File: config.mk
export PLATFORM = sky130hd
export DESIGN_NAME = mem_ctrl
export DESIGN_NICKNAME = d
export VERILOG_FILES = /design/src/rtl/mem_ctrl.sv
export SDC_FILE = /design/constraint.sdc
export NUM_CORES = 1
export LEC_CHECK = 0
export CAP_MARGIN = 20
export CORE_ASPECT_RATIO = 1.1
export CORE_MARGIN = 4
export CORE_UTILIZATION = 65
export CTS_BUF_LIST = sky130_fd_sc_hd__clkbuf_8
export CTS_CLUSTER_DIAMETER = 100
export CTS_CLUSTER_SIZE = 8
export DETAILED_ROUTE_END_ITERATION = 8
export DONT_BUFFER_PORTS = 1
export GPL_TIMING_DRIVEN = 1
export PLACE_DENSITY_LB_ADDON = 0.3
export REMOVE_ABC_BUFFERS = 1
export SYNTH_ARGS = -nofsm -noshare
export SYNTH_HDL_FRONTEND = slang
export SYNTH_SLANG_ARGS = --single-unit
File: constraint.sdc
create_clock -name i_clk -period 3.65 [get_ports i_clk]
set_input_delay 0.5475 -clock i_clk [delete_from_list [all_inputs] [get_ports i_clk]]
set_output_delay 0.5475 -clock i_clk [all_outputs]
set_load 0.01 [all_outputs]
File: src/rtl/mem_ctrl.sv
// Byte-serial RAM controller arbitrating ICache word fetches and LSB loads/stores.
// Reads stream one address per cycle; flags and data are registered one-cycle pulses.
module mem_ctrl (
  input  logic        i_clk,
  input  logic        i_rst,
  input  logic        i_rdy,
  input  logic [7:0]  i_mem_din,
  output logic [7:0]  o_mem_dout,
  output logic [31:0] o_mem_a,
  output logic        o_mem_wr,
  input  logic        i_io_buffer_full,
  input  logic        i_jp_wrong,
  input  logic        i_ic_req,
  input  logic [31:0] i_ic_addr,
  output logic        o_ic_flag,
  output logic [31:0] o_ic_data,
  input  logic        i_lsb_req,
  input  logic        i_lsb_wr,
  input  logic [1:0]  i_lsb_len,
  input  logic [31:0] i_lsb_addr,
  input  logic [31:0] i_lsb_wdata,
  output logic        o_lsb_flag,
  output logic [31:0] o_lsb_rdata
);

  typedef enum logic [1:0] {StIdle, StIcRead, StLsRead, StLsWrite} state_e;
  localparam logic GrantIc  = 1'b0;
  localparam logic GrantLsb = 1'b1;

  state_e      r_state, w_state_next;
  logic [2:0]  r_cnt;
  logic [1:0]  r_last;
  logic [31:0] r_addr, r_wdata, r_data;
  logic        r_last_grant, r_ic_flag, r_lsb_flag, r_lsb_flag_rd;
  logic [31:0] r_ic_data, r_lsb_rdata;
  logic        r_rdy_prev;
  logic [7:0]  r_din_hold;

  logic        w_idle, w_reading, w_accept, w_grant_lsb, w_stall, w_rd_done, w_wr_done;
  logic [1:0]  w_lsb_last;
  logic [31:0] w_cur_a, w_rd_data;
  logic [7:0]  w_din;

  assign w_idle      = (r_state == StIdle);
  assign w_reading   = (r_state == StIcRead) || (r_state == StLsRead);
  assign w_accept    = w_idle && i_rdy && !i_jp_wrong && !r_ic_flag && !r_lsb_flag &&
                       (i_ic_req || i_lsb_req);
  assign w_grant_lsb = i_lsb_req && (!i_ic_req || (r_last_grant == GrantIc));
  assign w_lsb_last  = (i_lsb_len == 2'b00) ? 2'd0 : (i_lsb_len == 2'b01) ? 2'd1 : 2'd3;
  assign w_cur_a     = r_addr + {29'd0, r_cnt};
  assign w_stall     = (r_state == StLsWrite) && (w_cur_a[17:16] == 2'b11) && i_io_buffer_full;
  assign w_rd_done   = w_reading && (r_cnt == ({1'b0, r_last} + 3'd1));
  assign w_wr_done   = (r_state == StLsWrite) && !w_stall && (r_cnt == {1'b0, r_last});

  // The RAM keeps running while rdy is low, so the byte answering the last active address
  // is parked in r_din_hold and replayed on the first active cycle.
  assign w_din = r_rdy_prev ? i_mem_din : r_din_hold;

  always_comb begin
    w_rd_data = r_data;
    for (int i = 0; i < 4; i++) begin
      if (r_cnt == 3'(i + 1)) w_rd_data[8*i +: 8] = w_din;
    end
  end

  always_ff @(posedge i_clk) begin
    if (i_rst)      r_state <= StIdle;
    else if (i_rdy) r_state <= w_state_next;
  end

  always_comb begin
    w_state_next = r_state;
    case (r_state)
      StIdle: begin
        if (w_accept) begin
          w_state_next = w_grant_lsb ? (i_lsb_wr ? StLsWrite : StLsRead) : StIcRead;
        end
      end
      StIcRead, StLsRead: if (i_jp_wrong || w_rd_done) w_state_next = StIdle;
      StLsWrite:          if (w_wr_done) w_state_next = StIdle;
      default:            w_state_next = StIdle;
    endcase
  end

  always_comb begin
    o_mem_a    = 32'd0;
    o_mem_dout = 8'd0;
    o_mem_wr   = 1'b0;
    if (!w_idle) o_mem_a = w_cur_a;
    if (r_state == StLsWrite) begin
      o_mem_dout = r_wdata[{r_cnt[1:0], 3'b000} +: 8];
      o_mem_wr   = i_rdy && !w_stall;
    end
    o_ic_flag  = r_ic_flag && i_rdy && !i_jp_wrong;
    o_lsb_flag = r_lsb_flag && i_rdy && !(i_jp_wrong && r_lsb_flag_rd);
  end

  assign o_ic_data   = r_ic_data;
  assign o_lsb_rdata = r_lsb_rdata;

  always_ff @(posedge i_clk) begin
    if (i_rst) begin
      r_cnt         <= 3'd0;
      r_last        <= 2'd0;
      r_addr        <= 32'd0;
      r_wdata       <= 32'd0;
      r_data        <= 32'd0;
      r_last_grant  <= GrantIc;
      r_ic_flag     <= 1'b0;
      r_lsb_flag    <= 1'b0;
      r_lsb_flag_rd <= 1'b0;
      r_ic_data     <= 32'd0;
      r_lsb_rdata   <= 32'd0;
    end else if (i_rdy) begin
      r_ic_flag  <= 1'b0;
      r_lsb_flag <= 1'b0;
      case (r_state)
        StIdle: begin
          if (w_accept) begin
            r_cnt        <= 3'd0;
            r_data       <= 32'd0;
            r_last_grant <= w_grant_lsb ? GrantLsb : GrantIc;
            r_addr       <= w_grant_lsb ? i_lsb_addr : i_ic_addr;
            r_last       <= w_grant_lsb ? w_lsb_last : 2'd3;
            r_wdata      <= i_lsb_wdata;
          end
        end
        StIcRead, StLsRead: begin
          if (i_jp_wrong) begin
            r_cnt <= 3'd0;
          end else if (w_rd_done) begin
            r_cnt <= 3'd0;
            if (r_state == StIcRead) begin
              r_ic_flag <= 1'b1;
              r_ic_data <= w_rd_data;
            end else begin
              r_lsb_flag    <= 1'b1;
              r_lsb_flag_rd <= 1'b1;
              r_lsb_rdata   <= w_rd_data;
            end
          end else begin
            r_data <= w_rd_data;
            r_cnt  <= r_cnt + 3'd1;
          end
        end
        StLsWrite: begin
          if (w_wr_done) begin
            r_cnt         <= 3'd0;
            r_lsb_flag    <= 1'b1;
            r_lsb_flag_rd <= 1'b0;
          end else if (!w_stall) begin
            r_cnt <= r_cnt + 3'd1;
          end
        end
        default: r_cnt <= 3'd0;
      endcase
    end
  end

  always_ff @(posedge i_clk) begin
    if (i_rst) begin
      r_rdy_prev <= 1'b0;
      r_din_hold <= 8'd0;
    end else begin
      r_rdy_prev <= i_rdy;
      if (r_rdy_prev && !i_rdy) r_din_hold <= i_mem_din;
    end
  end

endmodule
* Word level (Yosys, flattened, before mapping) *
Cells that the tools add are included.

word-level totals
  output and inout port bits = 107
  register bits = 180

cells by class
  shift-type cells = 1
  bitwise gates (word level) = 3
  reductions and logical operators = 41
  $add $sub $neg = 3
  muxes and demuxes = 43
  equal/unequal tests = 19

operators by type and width
  operator                                                                number
  32-bit 2-to-1 mux                                                       5
  32-bit one-hot mux with 2 select lines                                  1
  8-bit 2-to-1 mux                                                        6
  32-bit by 3-bit adder with 32-bit output                                1
  32-bit by 6-bit indexed part select with 8-bit output                   1
  1-bit logical AND                                                       18
  1-bit 2-to-1 mux                                                        15
  3-bit 2-to-1 mux                                                        5
  5-bit AND reduction                                                     3
  2-bit 2-to-1 mux                                                        7
  2-bit inequality test (second input constant)                           6
  3-bit one-hot mux with 3 select lines                                   1
  1-bit zero test                                                         7
  2-bit equality test (second input constant)                             3
  3-bit by 2-bit equality test with 1-bit output (second input constant)  2
  2-bit one-hot mux with 3 select lines                                   1
  3-bit AND reduction                                                     2
  6-bit AND reduction                                                     1
  2-bit by 1-bit equality test with 1-bit output (second input constant)  2
  2-bit zero test                                                         2
  1-bit logical OR                                                        4
  1-bit one-hot mux with 2 select lines                                   2
  4-bit AND reduction                                                     1
  2-bit nonzero test                                                      2
  10 further kinds                                                        12

* Depth between registers and ports, before layout *
  depth after elaboration = 9
  depth in mapped cells = 11
  gate-level depth less buffers = 8

* Least setup slack after synthesis *
No wires, ideal clock.

  path kind = flip-flop to output port
  from = register r_cnt[0]
  to = output o_mem_wr
  path buffers = 0
  required time = 3.102 ns
  stages on the path, launching flop included = 8
  slack = 0.865 ns
  data arrival time = 2.237 ns
  path through = dfxtp_1 > ha_1 > fa_1 > or4b_1 > nor3b_1 > a32o_1 > o211ai_2 > and3_1

on the way
  word-level cells in the longest chain between the ends = 7

RTL lines
  element                                   line  text
  start, declared                           31    logic [2:0] r_cnt;
  start signal, assigned                    143   r_cnt <= r_cnt + 3'd1;
  start signal, assigned                    152   r_cnt <= r_cnt + 3'd1;
  32-bit by 3-bit adder with 32-bit output  50    assign w_cur_a = r_addr + {29'd0, r_cnt};
  2-bit equality test                       51    assign w_stall = (r_state == StLsWrite) && (w_cur_a[17:16] == 2'b11) && i_io_buffer_full;
  1-bit logical AND (2 in a row)            51
  1-bit zero test                           n/a
  1-bit logical AND                         92    o_mem_wr = i_rdy && !w_stall;
  1-bit 2-to-1 mux                          90    if (r_state == StLsWrite) begin
  end, declared                             10    output logic o_mem_wr,

Every way passes these cells.

* Worst setup path after layout *
Same ends and word-level chain as after synthesis.

==> out/metrics.csv <==
stage,metric,value,unit
timing,finalSetupTns,0,ns
synthesis,synth_top_area_share,42.8,%
timing,slew_headroom,30.7,%
synthesis,synth_common_cells,"257 x nor2_1, 180 x dfxtp_1, 148 x nand2_1, 129 x a21oi_1, 58 x clkbuf_1",
floorplanning,initial_core_util,66.6,%
synthesis,synthCells,1071,
worst_hold_path,hold_path_end,o_ic_data[10]$_SDFFE_PP0P_,
synthesis,ys_seq_area_share,42.8,%
place,portBuffers,0,
clock_network,post_cts_buffers,0,
power,power_density,413,mW/mm^2
worst_setup_path,crit_path_start_kind,flop,
power,p_seq_share,56.8,%
worst_setup_path,crit_slowest_cell,or4b_1,
synthesis,synth.distinct_cells,56,
clock_network,htree_levels,4,
detailed_routing,antenna_left,0,
worst_setup_path,rr_worst_depth,8,
place,dp_cells,1162,
clock_network,clk_path_buf_depth,2,
timing,final.min_clock_period,3.44,ns
clock_network,cts.sinks,180,
synthesis,synth-seq-cells,180,
global_route,grt_start_max_net_pins,182,
clock_network,root_buffer,clkbuf_8,
cells_and_area,syn2layout_area_growth,4.80,%
synthesis,ys_top_cells_by_area,"dfxtp_1 43%, nor2_1 11%, a21oi_1 7.7%",
timing,tightest_slew,1.04,ns
floorplanning,die_w,116,um
synthesis,syn_area_per_cell,7.86,um^2
synthesis,yosys.area.top_type,dfxtp_1,
synthesis,synth_warnings,0,
detailed_routing,first_iter_violations,624,
synthesis,netlist_area,0.00842,mm^2
timing,fin_hold_ws,0.161,ns
synthesis,synth_edf_count,0,
detailed_routing,routed_wirelength,20600,um
run_status,outcome,completed,
power,comb_power_share,8.1,%
synthesis,synth_flop_cell,dfxtp_1,
clock_network,postCtsHoldBufs,0,
timing,setup_viol,0,
detailed_routing,vias_per_cell,6.12,
floorplanning,core_area,0.0126,mm^2
cells_and_area,stdcell_count,1195,
worst_setup_path,cp-end-kind,output port,
floorplanning,row_count,43,
global_route,gr-usage-all-layers,27.6,%
cells_and_area,nNetsFinal,1153,
worst_hold_path,hold_depth,1,
worst_setup_path,cp_data_required_time,3.10,ns
power,internal_power,2.73,mW
power,vdd_drop_max,0.367,mV
clock_network,cts_resized,0,
detailed_routing,vias,7316,
clock_network,cts_made_buffers,17,
timing,max_freq,291,MHz
timing,drv_slew,0,
detailed_routing,first_pass_iters,7,
detailed_routing,avgRoutedWirePerCell,17.3,um
global_route,grt_pass1_wl,32800,um
worst_setup_path,r2r_start,r_state[0]$_SDFFE_PP0P_,
floorplanning,boundaryPins,221,
timing,rsz0062_at_grt,no,
clock_network,clk_pin_slew_worst_paths,0.09,ns
cells_and_area,stdcell_area,0.00882,mm^2
global_route,grt_overflow,0,
run,cap_violations,0,
worst_setup_path,worstPathCellList,"ha_1, fa_1, or4b_1, nor3b_1, a32o_1, o211ai_2, and3_1",
place,dp_hpwl,14200,um
synthesis,synthArstFlopShare,0,%
worst_setup_path,path_max_fanout,9,
worst_setup_path,crit_type,reg -> out,
power,switching_power,908,uW
power,switching_share,25.0,%
timing,min_period_over_period,94.1,%
floorplanning,dieArea,0.0148,mm^2
synthesis,yosys.cell_count.top_type,nor2_1,
worst_hold_path,min_path_type,in -> reg,
worst_setup_path,worstReg2RegEnd,o_lsb_rdata[23]$_SDFFE_PP0P_,
clock_network,clkLatencyLatePin,0.46,ns
worst_setup_path,crit_path_max_incr_delay,0.52,ns
global_route,grt_pass1_vias,6799,
cells_and_area,num_antenna_cells,0,
place,post_dp_cell_area,0.00840,mm^2
cells_and_area,layout-drive-gt1-share,6.55,%
floorplanning,die_h,127,um
clock_network,cts_tree,built,
power,p_leak,3.04,nW
worst_setup_path,r2r_slack,0.95,ns
timing,finClkSkew,0.0147,ns
timing,finalHoldViolations,0,
worst_setup_path,worstPathArrival,2.89,ns
worst_hold_path,min_from,i_rst,
power,pwr-share-clk,35.1,%
place,gp_congestion,0.865,
global_route,antenna_found_initial,0,
detailed_routing,remaining_drc_errors,0,
[worst max-delay path, delay by kind of cell, from the launching register on]
family	cells	cell delay (ns)
simple gates	3	1.05
fa+ha+maj	2	0.67
compound gates	2	0.39
flops	1	0.32
[flip-flops by register name, indices dropped and copies added, names as in the netlist]
register,count
o_ic_data,32
o_lsb_rdata,32
r_addr,32
r_data,32
r_wdata,32
r_din_hold,8
r_cnt,3
r_last,2
r_state,2
r_ic_flag,1
r_last_grant,1
r_lsb_flag,1
r_lsb_flag_rd,1
r_rdy_prev,1
[cells by family after synthesis]
logic type / share of synthesized area (%)
adder cells (fa/ha/maj): 2.02
AO/OA/AOI/OAI: 18.4
buffers and inverters: 4.07
multiplexers: 5.11
AND/OR/NAND/NOR: 24.3
flip-flops: 42.8
XOR/XNOR: 3.33
[power by group through the flow]
stage	Clock (mW)	Combinational, mW	Sequential (mW)
5_1_grt	1.38	0.332	2.07
6_report	1.28	0.296	2.07
3_5_place_dp	0	0.286	2.11
3_3_place_gp	0	0.278	2.11
2_1_floorplan	0	0.226	2.10
4_1_cts	1.29	0.287	2.06
[layout by cell type, fill, tap and decap left out, types with 7 or more instances in the layout]
| cell type | count |
|---|---|
| and2_1 | 14 |
| o21ai_0 | 7 |
| mux4_2 | 8 |
| nor2_1 | 257 |
| ha_1 | 12 |
| a22oi_1 | 33 |
| mux2i_1 | 16 |
| inv_1 | 12 |
| clkbuf_8 | 21 |
| dfxtp_1 | 180 |
| and3_1 | 8 |
| xor2_1 | 19 |
| a21oi_1 | 129 |
| mux2_2 | 8 |
| xnor2_1 | 13 |
| nand3_1 | 13 |
| buf_4 | 8 |
| a311oi_1 | 32 |
| nand4_1 | 11 |
| nand2_1 | 148 |
| a211oi_1 | 17 |
[through the flow]
stage	util, %	setup slack, ns	total power [mW]
final	69.8	0.214	3.64
after global routing	69.8	0.0910	3.78
after detailed placement	66.4	0.718	2.40
after floorplan	-	-0.972	2.32
after CTS	69.3	0.218	3.65
after global placement	66.4	0.750	2.39
[worst max path at each step]
stage / startpoint / end / depth (start not counted)
finish: r_cnt[0]$_SDFFE_PP0P_ / o_mem_wr / 7
global route: r_cnt[0]$_SDFFE_PP0P_ / o_mem_wr / 7
CTS: r_cnt[0]$_SDFFE_PP0P_ / o_mem_wr / 7
detailed placement: r_cnt[0]$_SDFFE_PP0P_ / o_mem_wr / 7
global placement: r_cnt[0]$_SDFFE_PP0P_ / o_mem_wr / 7
floorplan: r_state[0]$_SDFFE_PP0P_ / r_addr[0]$_SDFFE_PP0P_ / 5
[layer usage]
layer | track usage [%] | wire, um | vias up
met4 | 9.08 | 433 | 0
met1 | 33.6 | 8010 | 3435
met5 | 0 | 0 | -
met2 | 46.9 | 10500 | 258
met3 | 7.39 | 1660 | 37
li1 | - | - | 3586
[final cells by class]
class                   instances  area [um^2]
clock inverters                10         81.3
fillers                      1067         3820
flip-flops and latches        180         3600
well taps                     157          196
inverters                      10         37.5
clock buffers                  21          289
multi-input cells             806         4480
repair buffers                 11          135
Note: power is estimated with default switching activity, not from simulation.
